### src/rtl/ast_itrace_ctrl.sv
// Instruction-trace capture: {stamp, IR} into a circular buffer, frozen by opcode trigger or stop.
// Capture takes one cycle per IR_valid; readout is a combinational async-read that holds while rd_ready is low.
module ast_itrace_ctrl #(
    parameter int DEPTH    = 16,
    parameter int AW       = 4,
    parameter int POST_CNT = 8
) (
    input  logic          Clock_pin,
    input  logic          Resetn_pin,
    input  logic [15:0]   IR,
    input  logic          IR_valid,
    input  logic          arm,
    input  logic          stop,
    input  logic          trig_en,
    input  logic [5:0]    trig_opcode,
    input  logic          rd_ready,
    output logic          rd_valid,
    output logic [23:0]   rd_data,
    output logic [1:0]    state,
    output logic          triggered,
    output logic          overflow,
    output logic [AW:0]   count
);
    typedef enum logic [1:0] {
        IDLE  = 2'b00,
        ARMED = 2'b01,
        POST  = 2'b10,
        DONE  = 2'b11
    } state_t;

    localparam logic [AW:0]   FULL      = (AW+1)'(DEPTH);
    localparam logic [AW-1:0] POST_INIT = AW'(POST_CNT);

    state_t          state_q;
    logic [AW-1:0]   wptr_q, rptr_q, post_ctr_q;
    logic [AW:0]     count_q;
    logic [7:0]      stamp_q;
    logic            triggered_q, overflow_q;
    logic [23:0]     mem [DEPTH];

    logic capturing, wr_en, trig_hit, rd_fire;

    assign capturing = (state_q == ARMED) || (state_q == POST);
    assign wr_en     = capturing && IR_valid && !arm;
    assign trig_hit  = (state_q == ARMED) && trig_en && IR_valid && (IR[13:8] == trig_opcode);
    assign rd_fire   = (state_q == DONE) && (count_q != '0) && rd_ready;

    always_ff @(posedge Clock_pin) begin
        if (wr_en) mem[wptr_q] <= {stamp_q, IR};
    end

    always_ff @(posedge Clock_pin or negedge Resetn_pin) begin
        if (!Resetn_pin) begin
            state_q     <= IDLE;
            wptr_q      <= '0;
            rptr_q      <= '0;
            post_ctr_q  <= '0;
            count_q     <= '0;
            stamp_q     <= '0;
            triggered_q <= 1'b0;
            overflow_q  <= 1'b0;
        end else if (arm) begin
            state_q     <= ARMED;
            wptr_q      <= '0;
            rptr_q      <= '0;
            count_q     <= '0;
            stamp_q     <= '0;
            triggered_q <= 1'b0;
            overflow_q  <= 1'b0;
        end else begin
            if (capturing) stamp_q <= stamp_q + 8'd1;
            // A write into a full buffer drops the oldest entry.
            if (wr_en) begin
                wptr_q <= wptr_q + 1'b1;
                if (count_q == FULL) begin
                    rptr_q     <= rptr_q + 1'b1;
                    overflow_q <= 1'b1;
                end else begin
                    count_q <= count_q + 1'b1;
                end
            end
            if (rd_fire) begin
                rptr_q  <= rptr_q + 1'b1;
                count_q <= count_q - 1'b1;
            end
            case (state_q)
                ARMED: begin
                    if (trig_hit) begin
                        triggered_q <= 1'b1;
                        post_ctr_q  <= POST_INIT;
                        state_q     <= (POST_CNT == 0) ? DONE : POST;
                    end else if (stop) begin
                        state_q <= DONE;
                    end
                end
                POST: begin
                    if (IR_valid) begin
                        post_ctr_q <= post_ctr_q - 1'b1;
                        if (post_ctr_q == AW'(1)) state_q <= DONE;
                    end
                    if (stop) state_q <= DONE;
                end
                default: ;
            endcase
        end
    end

    assign rd_valid  = (state_q == DONE) && (count_q != '0);
    assign rd_data   = (state_q == DONE) ? mem[rptr_q] : 24'h0;
    assign state     = state_q;
    assign triggered = triggered_q;
    assign overflow  = overflow_q;
    assign count     = count_q;
endmodule
### config.mk
export PLATFORM = sky130hd
export DESIGN_NAME = ast_itrace_ctrl
export DESIGN_NICKNAME = d
export VERILOG_FILES = /design/src/rtl/ast_itrace_ctrl.sv
export SDC_FILE = /design/constraint.sdc
export NUM_CORES = 1
export LEC_CHECK = 0
export CAP_MARGIN = 25
export CELL_PAD_IN_SITES_DETAIL_PLACEMENT = 1
export CELL_PAD_IN_SITES_GLOBAL_PLACEMENT = 1
export CORE_MARGIN = 4
export CORE_UTILIZATION = 51
export DETAILED_ROUTE_END_ITERATION = 12
export GPL_TIMING_DRIVEN = 0
export PLACE_DENSITY = 0.86
export SETUP_SLACK_MARGIN = 0.1
export SLEW_MARGIN = 25
export SYNTH_ARGS = -nofsm -noshare
export SYNTH_HDL_FRONTEND = slang
export SYNTH_SLANG_ARGS = --single-unit
export TNS_END_PERCENT = 100
### constraint.sdc
create_clock -name Clock_pin -period 6.29 [get_ports Clock_pin]
set_clock_uncertainty 0.05 [all_clocks]
set_input_delay 1.258 -clock Clock_pin [delete_from_list [all_inputs] [get_ports Clock_pin]]
set_output_delay 1.258 -clock Clock_pin [all_outputs]
set_load 0.005 [all_outputs]
==> results.cfg, run 1 <==
[outcome]
outcome = completed

[logic_synthesis]
synth_edf_count = 384
synth_top_area_frac = 0.705
ys_warn_count = 0
synth_area_mm2 = 0.0164
ys_async_sr_fraction = 0.0702
synth_area_leaders = edfxtp_1 70%, mux4_2 12%, dfrtp_1 4.4%
yosysSeqAreaShare = 0.749
synthTopCellsByCount = 384 x edfxtp_1, 84 x mux4_2, 43 x nor2_1
synth-main-ff-cell = edfxtp_1
avgSynthCellArea_um2 = 19.5
synth_seq_cells = 413
syn-num-nets = 884
ys_types = 45
synth_most_common_cell = edfxtp_1
syn-instance-count = 840
yosysTopAreaCell = edfxtp_1

[placement]
portBuffers = 62
gp_congestion = 0.786
hpwl_mm = 27.5
dpl_worst_slack_ns = 1.42

[global_route]
grt_pass1_wl_mm = 64.7
grt_antenna_before_repair = 2
grt_pass1_vias = 9770
grt_overflow_total = 0
grt_use_total = 0.250
grt_max_degree = 30

[sta]
final_max_slew_viol_count = 0
setup_violations = 0
layout_setup_ws_ns = 0.904
whs_ns = 0.468
worstMarginPinSlew_ns = 1.01
finalCritPeriodShare = 0.856
finalHoldViolations = 0
fin_tns_setup_ns = 0
rsz0062_at_grt = false
max_freq_mhz = 186
fin_crit_ns = 5.39
maxSlewHeadroom = 0.326

[cts]
clockRootBuffer = clkbuf_16
postCtsSetupBuffers = 0
clock_latency_ns = 0.53
cts_buffers = 43
post_cts_resized = 0
cts_sinks = 413
h-tree-depth = 2
cts_tree = built
clk_path_buf_depth = 3
path_clk_slew_ns = 0.06
cts_hold_buf = 0

[floorplan]
dieArea_mm2 = 0.0350
core_mm2 = 0.0316
initial_core_util = 0.517
die_h_um = 187
ios = 63
dieWidth_um = 187
num_rows = 65

[hold_path]
hold_class = register to register

[power]
irDropWorstVdd_mv = 0.186
p_clk_frac = 0.399
power-per-cell-area_mw_per_mm2 = 323
seqPwrFrac = 0.488
p_leak_nw = 6.32
internal-power_mw = 4.85
p_switching_mw = 1.42
power_mw = 6.28
pwr-share-comb = 0.112
p_sw_frac = 0.227

[routing]
postRouteAntennaNets = 0
wl_per_cell_um = 31.1
viasPerCell = 6.45
drc = 0
wirelength_mm = 43.8
dr.pass1.iters = 5
drtIter0Drc = 896
route.vias.total = 9095

[setup_path]
critPathRequiredTime_ns = 4.98
crit_type = register to primary output
arrival_ns = 4.08
start_kind = register
path_max_fanout = 10
cp-end-kind = primary output

[layout]
fill_cells = 2675
drive_gt1_frac = 0.222
final_nets = 1019
antenna_cells = 0
syn_to_final_growth_pct = 18.7

[flow_run]
drv_cap = 0
layer usage:
metal,part of all wire,global-route usage
met5,0.00062,0
met4,0.033,0.0776
met3,0.078,0.0502
met2,0.51,0.422
met1,0.38,0.334
logic make-up (layout without fill, tap and decap cells):
family,Yosys count,in the layout,share of synthesized area
AOI/OAI and AO/OA,89,89,0.0374
xor gates and xnor gates,22,22,0.0118
adders and majority gates,15,15,0.0119
buffers and inverters,52,220,0.0138
DFF,413,413,0.749
muxes,118,118,0.137
and+or+nand+nor,131,131,0.0388
placed cells by master, fill, tap and decap left out, types with 7 or more instances in the layout:
cell type / count
a211oi_1: 10
a21oi_1: 10
a22oi_1: 36
buf_16: 9
buf_2: 14
buf_4: 19
clkbuf_1: 31
clkbuf_16: 45
clkdlybuf4s50_1: 61
clkinv_1: 8
dfrtp_1: 29
edfxtp_1: 384
ha_1: 14
inv_1: 11
mux2_2: 11
mux2i_1: 23
mux4_2: 84
nand2_1: 39
nand2b_1: 9
nand3_1: 7
nor2_1: 31
nor2_4: 12
nor2b_1: 12
o21ai_0: 14
o22ai_1: 9
xnor2_1: 12
xor2_1: 10
path summary, 6_finish.rpt:
check / from / end / slack (ns) / depth (start not counted)
min: overflow / overflow / 0.47 / 2
min in group asynchronous: Resetn_pin / count[0] / 0.73 / 1
max: state[1] / rd_data[15] / 0.90 / 8
max in group asynchronous: Resetn_pin / post_ctr_q[1] / 5.00 / 1
max reg2reg: state[0] / mem[1][1] / 3.29 / 8
min reg2reg: overflow / overflow / 0.47 / 2
critical path, cell delays in order (launching register included):
cell and delay, ns:
dfrtp_1 0.46, ha_1 0.38, nand2b_1 0.09, clkbuf_1 0.34
nor2_1 0.61, clkbuf_1 0.72, a22oi_1 0.26, nand2_1 0.14
clkdlybuf4s50_1 0.53
power groups by stage:
stage,logic (mW),clock network (mW),registers [mW]
after floorplan,0.441,0,3.11
after global placement,0.649,0,3.12
final,0.705,2.51,3.07
after detailed placement,0.689,0,3.12
after CTS,0.706,2.54,3.06
after global routing,0.752,2.67,3.07
final cells by class:
cell class                 count  area [µm²]  share of cell area
buffer                        40         181             0.00934
clock buffer                  61        1240              0.0637
clock inverter                17         160             0.00825
inverter                      12        45.0             0.00232
multi-input combinational    375        3990               0.205
sequential                   413       12300               0.631
tap                          402         503              0.0259
timing repair buffer          90        1050              0.0539
through the flow:
step,cell area (µm²),util,cells
6_report,19400,0.614,1410
5_1_grt,19400,0.614,1410
4_1_cts,19400,0.614,1410
3_5_place_dp,18000,0.570,1332
3_3_place_gp,17500,0.553,1304
2_1_floorplan,16400,-,840
registers in the layout (all words and copies together), names as in the netlist:
| name | cells |
|---|---|
| mem | 384 |
| stamp_q | 8 |
| count | 5 |
| post_ctr_q | 4 |
| rptr_q | 4 |
| wptr_q | 4 |
| state | 2 |
| overflow | 1 |
| triggered | 1 |
No activity file was read; power rests on OpenSTA's default activity.
==> run 2: changes to the inputs <==
Settings changed: TNS_END_PERCENT 100 to default.
==> results of run 2 <==
Final layout, timing and power as in run 1 (identical DEF).
==> run 3: changes to the inputs <==
Settings changed: SETUP_SLACK_MARGIN 0.1 to 0.2.
==> results of run 3 <==
Final layout, timing and power as in run 1 (identical DEF).
==> edit 1, RTL diff (config.mk and constraints of run 3) <==
`POST_CNT`: 8 -> 4.
--- a/src/rtl/ast_itrace_ctrl.sv
+++ b/src/rtl/ast_itrace_ctrl.sv
@@ -5,3 +5,3 @@
     parameter int AW       = 4,
-    parameter int POST_CNT = 8
+    parameter int POST_CNT = 4
 ) (
Formal check against the unedited RTL: same outputs for any inputs over 4 cycles, from zero or initial values and one cycle with Resetn_pin low; that may be too few to reach the edited logic, so the function may still have changed.
==> edit 1 against run 3 <==
- area after synthesis rose by 0.30%
- global-route usage fell by 0.15 points
- largest power group unchanged
- sequential share of layout area fell by 0.29 points
- combinational power barely moved
- power rose by 0.81%
- wire length fell by 2.3%
- fmax rose by 4.8%
- sequential cell count did not move
- sequential power barely moved
- non-clock buffer count fell by 5
- worst setup slack improved by 250 ps
- highest routed layer is now met4
- cell area rose by 0.46%
==> edit 1: results (changes against run 3) <==
Logic synthesis
  – Syn_nets: 808 (was 884)
  – Post-synthesis mux area share: 16.8% (was 13.7%)
  – Complex-gate fraction of the synthesized area: 1.08% (was 3.74%)
  – Seq/Total Area, Yosys: 74.7% (was 74.9%)
  – Synth top area cells: edfxtp_1 (70%), mux4_2 (16%), dfrtp_1 (4.4%) (was edfxtp_1 (70%), mux4_2 (12%), dfrtp_1 (4.4%))
  – Xor-xnor portion of the synthesized cell area: 1.17% (was 1.18%)
  – Synth unique cells: 45 (unchanged)
  – Cell count after synthesis: 764 (was 840)
  – Yosys warning total: 0 (unchanged)
  – Commonest cells in the netlist: edfxtp_1 (384), mux4_2 (120), nor2_1 (37) (was edfxtp_1 (384), mux4_2 (84), nor2_1 (43))
  – Synth Area in Adders: 1.19% (about the same)

Status
  – Status: completed (unchanged)

Finish
  – Fin nets: 940 (was 1019)
  – Fin cells: 1331 (was 1410)
  – Layout cells sized above 1: 26.6% (was 22.2%)

STA
  – Rel. slew slack: 32.7% (was 32.6%)

Global routing
  – Vias in the first global route: 9244 (was 9770)
  – Pin count of the biggest net entering global routing: 21 (was 30)
  – Met3 Use GR: 4.63% (was 5.02%)
  – Grt met2 use: 41.8% (was 42.2%)
  – Overall Global Routing Usage: 24.9% (was 25.0%)
  – GRT met1 Usage: 34.2% (was 33.4%)
  – Antenna violations before repair: 0 (was 2)
  – First-pass GRT wire length: 63700 um (was 64700 um)

Route
  – DR vias: 8400 (was 9095)
  – Met1 WL: 16400 um (was 16800 um)
  – Top Metal Used: met4 (was met5)
  – Met2 wire len: 21800 um (was 22200 um)
  – WL met3: 3550 um (was 3410 um)
  – WL/cell: 32.2 um (was 31.1 um)
  – Initial DRC Count: 1047 (was 896)

Power
  – Peak VDD IR: 0.000218 V (was 0.000186 V)
  – Pleak: 6.29 nW (was 6.32 nW)

Clocking
  – TritonCTS buffer count: 42 (was 43)
  – Clock transition at path regs: 60 ps (about the same)
  – CTS root buffer: clkbuf_16 (unchanged)

Placed design
  – DP Wirelength: 26400 um (was 27500 um)
  – Post-placement cell area: 18100 um^2 (was 18000 um^2)
  – GPL Wtd Cong: 0.758 (was 0.786)

Setup path
  – Worst EP arrival: 3830 ps (was 4080 ps)
  – Crit path largest cell delay: 750 ps (was 720 ps)
  – Critical-path cell with the highest stage delay: buf_1 (was clkbuf_1)

Worst hold path
  – Hold WC Path Type: flip-flop to flip-flop (unchanged)
## edit 1: cell count changes in the layout (fill, tap and decap cells not counted), sizes merged, moves of 7 or more
cell	before	now
mux4	84	120
mux2	11	1
o22ai	9	1
a22oi	36	0
o21ai	14	6
a211oi	10	3
clkbuf	81	67
and2	2	27
nor2b	12	4
mux2i	23	4
nand2	39	12
## edit 1: path summary, 6_finish.rpt
kind | from | end | slack (ps) | cells past startpoint
min in group asynchronous | Resetn_pin | stamp_q[1]$_DFFE_PN0P_ | 640 | 1
hold reg to reg | overflow$_DFFE_PN0P_ | overflow$_DFFE_PN0P_ | 470 | 2
setup reg to reg | state[0]$_DFFE_PN0P_ | mem[0][14]$_DFFE_PP_ | 2740 | 9
max in group asynchronous | Resetn_pin | rptr_q[0]$_DFFE_PN0P_ | 5100 | 2
hold / removal | overflow$_DFFE_PN0P_ | overflow$_DFFE_PN0P_ | 470 | 2
setup / recovery | rptr_q[2]$_DFFE_PN0P_ | rd_data[13] | 1150 | 7
## edit 1: through the flow
| stage | worst slack [ps] | hold slack (ps) |
|---|---|---|
| 2_1_floorplan | 2370 | 420 |
| 3_3_place_gp | -317 | 436 |
| 3_5_place_dp | 1800 | 451 |
| 4_1_cts | 1190 | 471 |
| 5_1_grt | 1120 | 502 |
| 6_report | 1150 | 467 |
## edit 1: cell type report
type	count	area [um^2]
plain buffers	37	213
clock buffers	50	1120
clock inverters	27	283
fillers	2594	12100
inverters	13	48.8
multi-input cells	301	4000
flip-flops and latches	413	12300
well taps	402	503
repair buffers	88	1080
## edit 1: report_power, final
part	total, W	switching [W]	internal, W	leakage (nW)
combinational	0.000704	0.000341	0.000363	1.73
clock	0.00256	0.00104	0.00152	0.689
sequential	0.00306	0.0000325	0.00303	3.88
total	0.00633	0.00141	0.00492	6.29
==> edit 2, RTL diff (config.mk and constraints of run 3) <==
Made on the original files. Compare `count_q` against `FULL` with >= in place of ==.
--- a/src/rtl/ast_itrace_ctrl.sv
+++ b/src/rtl/ast_itrace_ctrl.sv
@@ -74,3 +74,3 @@
                 wptr_q <= wptr_q + 1'b1;
-                if (count_q == FULL) begin
+                if (count_q >= FULL) begin
                     rptr_q     <= rptr_q + 1'b1;
Formal check against the unedited RTL: no difference found for any inputs over 4 cycles, from zero or initial values and one cycle with Resetn_pin low; that may be too few to reach the edited logic, so the function may still have changed.
==> edit 2 against run 3 <==
- cell count fell by 0.50%
- cell area fell by 0.76%
- wire length rose by 1.8%
- area after synthesis fell by 0.30%
- register-to-register slack got worse by 140 ps
- non-clock buffer count did not move
- sequential cell count did not move
- worst setup slack got worse by 120 ps
- power fell by 5.6%
- critical endpoint is now rd_data[8]
- largest power group unchanged
==> edit 2: results (changes against run 3) <==
Setup path
  – R2R setup slack: 3150 ps (was 3290 ps)
  – Critical-path cell with the highest stage delay: nor2_1 (was clkbuf_1)
  – Crit path largest cell delay: 760 ps (was 720 ps)
  – Reg2reg path depth: 9 (was 8)
  – R2r endpoint: mem[0][3]$_DFFE_PP_ (was mem[1][1]$_DFFE_PP_)

Worst hold path
  – Hold Path Origin: triggered$_DFFE_PN0P_ (was overflow$_DFFE_PN0P_)
  – Hold Crit Endpoint: triggered$_DFFE_PN0P_ (was overflow$_DFFE_PN0P_)

Status
  – Status: completed (unchanged)

Route
  – Initial DRC Count: 1183 (was 896)
  – DR vias: 8951 (was 9095)
  – WL/cell: 31.8 um (was 31.1 um)

Global routing
  – First-pass GRT wire length: 65900 um (was 64700 um)
  – Met3 Use GR: 4.31% (was 5.02%)
  – Vias in the first global route: 9758 (was 9770)
  – GRT met1 Usage: 34.7% (was 33.4%)
  – Antenna violations before repair: 0 (was 2)

Logic synthesis
  – Synth unique cells: 47 (was 45)
  – Synth top area cells: edfxtp_1 (71%), mux4_2 (12%), dfrtp_1 (4.4%) (was edfxtp_1 (70%), mux4_2 (12%), dfrtp_1 (4.4%))
  – Seq/Total Area, Yosys: 75.1% (was 74.9%)
  – Syn_nets: 883 (was 884)
  – Commonest cells in the netlist: edfxtp_1 (384), mux4_2 (84), nor2_1 (44) (was edfxtp_1 (384), mux4_2 (84), nor2_1 (43))

Finish
  – Fin nets: 1016 (was 1019)
  – FILL cells: 2684 (was 2675)
  – Layout cells sized above 1: 21.5% (was 22.2%)

Placed design
  – DP Wirelength: 28100 um (was 27500 um)
  – IO Port Bufs: 61 (was 62)
  – GPL Wtd Cong: 0.784 (was 0.786)

Clocking
  – TritonCTS buffer count: 42 (was 43)

Power
  – Pleak: 6.27 nW (was 6.32 nW)

STA
  – Rel. slew slack: 29.9% (was 32.6%)
-- edit 2: area by class of cell --
cell class	count	share of cell area, %
clock buffer	55	5.92
clock inverter	18	0.747
buffer	41	0.961
inverter	15	0.292
timing repair buffer	89	5.50
tap	402	2.61
sequential	413	63.6
multi-input combinational	370	20.4
-- edit 2: per-stage QoR --
step	utilization, %	hold slack [ps]	cell area (um^2)	cells	setup WS (ps)
after floorplan	-	461	16300	839	2360
after detailed placement	57.0	461	18000	1330	1430
after global routing	61.1	514	19300	1403	658
after global placement	55.2	459	17400	1302	-541
final	61.1	474	19300	1403	782
after CTS	61.1	478	19300	1403	698
-- edit 2: worst max-delay path: cells and delay by family (launching register included) --
kind	cells	cell delay (ps)
AO/OA/AOI/OAI	1	290
adder cells (fa/ha/maj)	1	400
buffers and inverters	3	1500
flip-flops	1	440
AND/OR/NAND/NOR	3	1030
-- edit 2: metal layers --
layer	share of wire, %	wire length (um)
met2	51	22700
met3	7.9	3540
met4	3.6	1610
met1	38	16800
met5	0	0
-- edit 2: report_power, final --
part / internal [W] / leakage (nW) / switching [W]
Clock: 0.00136 / 0.625 / 0.00103
Combinational: 0.000221 / 1.77 / 0.000257
Sequential: 0.00303 / 3.88 / 0.0000324
Total: 0.00461 / 6.27 / 0.00132
-- edit 2: worst max-delay path by stage --
stage | cells past startpoint | startpoint | endpoint
CTS | 8 | state[0]$_DFFE_PN0P_ | rd_data[8]
global route | 8 | state[0]$_DFFE_PN0P_ | rd_data[8]
global placement | 5 | IR_valid | mem[0][15]$_DFFE_PP_
floorplan | 4 | arm | mem[0][0]$_DFFE_PP_
detailed placement | 7 | state[0]$_DFFE_PN0P_ | rd_data[21]
finish | 8 | state[0]$_DFFE_PN0P_ | rd_data[8]
-- edit 2: cell families (layout without fill, tap and decap cells) --
kind of cell    count (synthesis)  count (layout)  synth area share, %
simple gates                  127             127                 3.57
mux                           116             116                 13.6
buf+inv                        56             218                 1.48
xor+xnor                       20              20                 1.07
flops                         413             413                 75.1
compound gates                 92              92                 3.93
fa+ha+maj                      15              15                 1.20
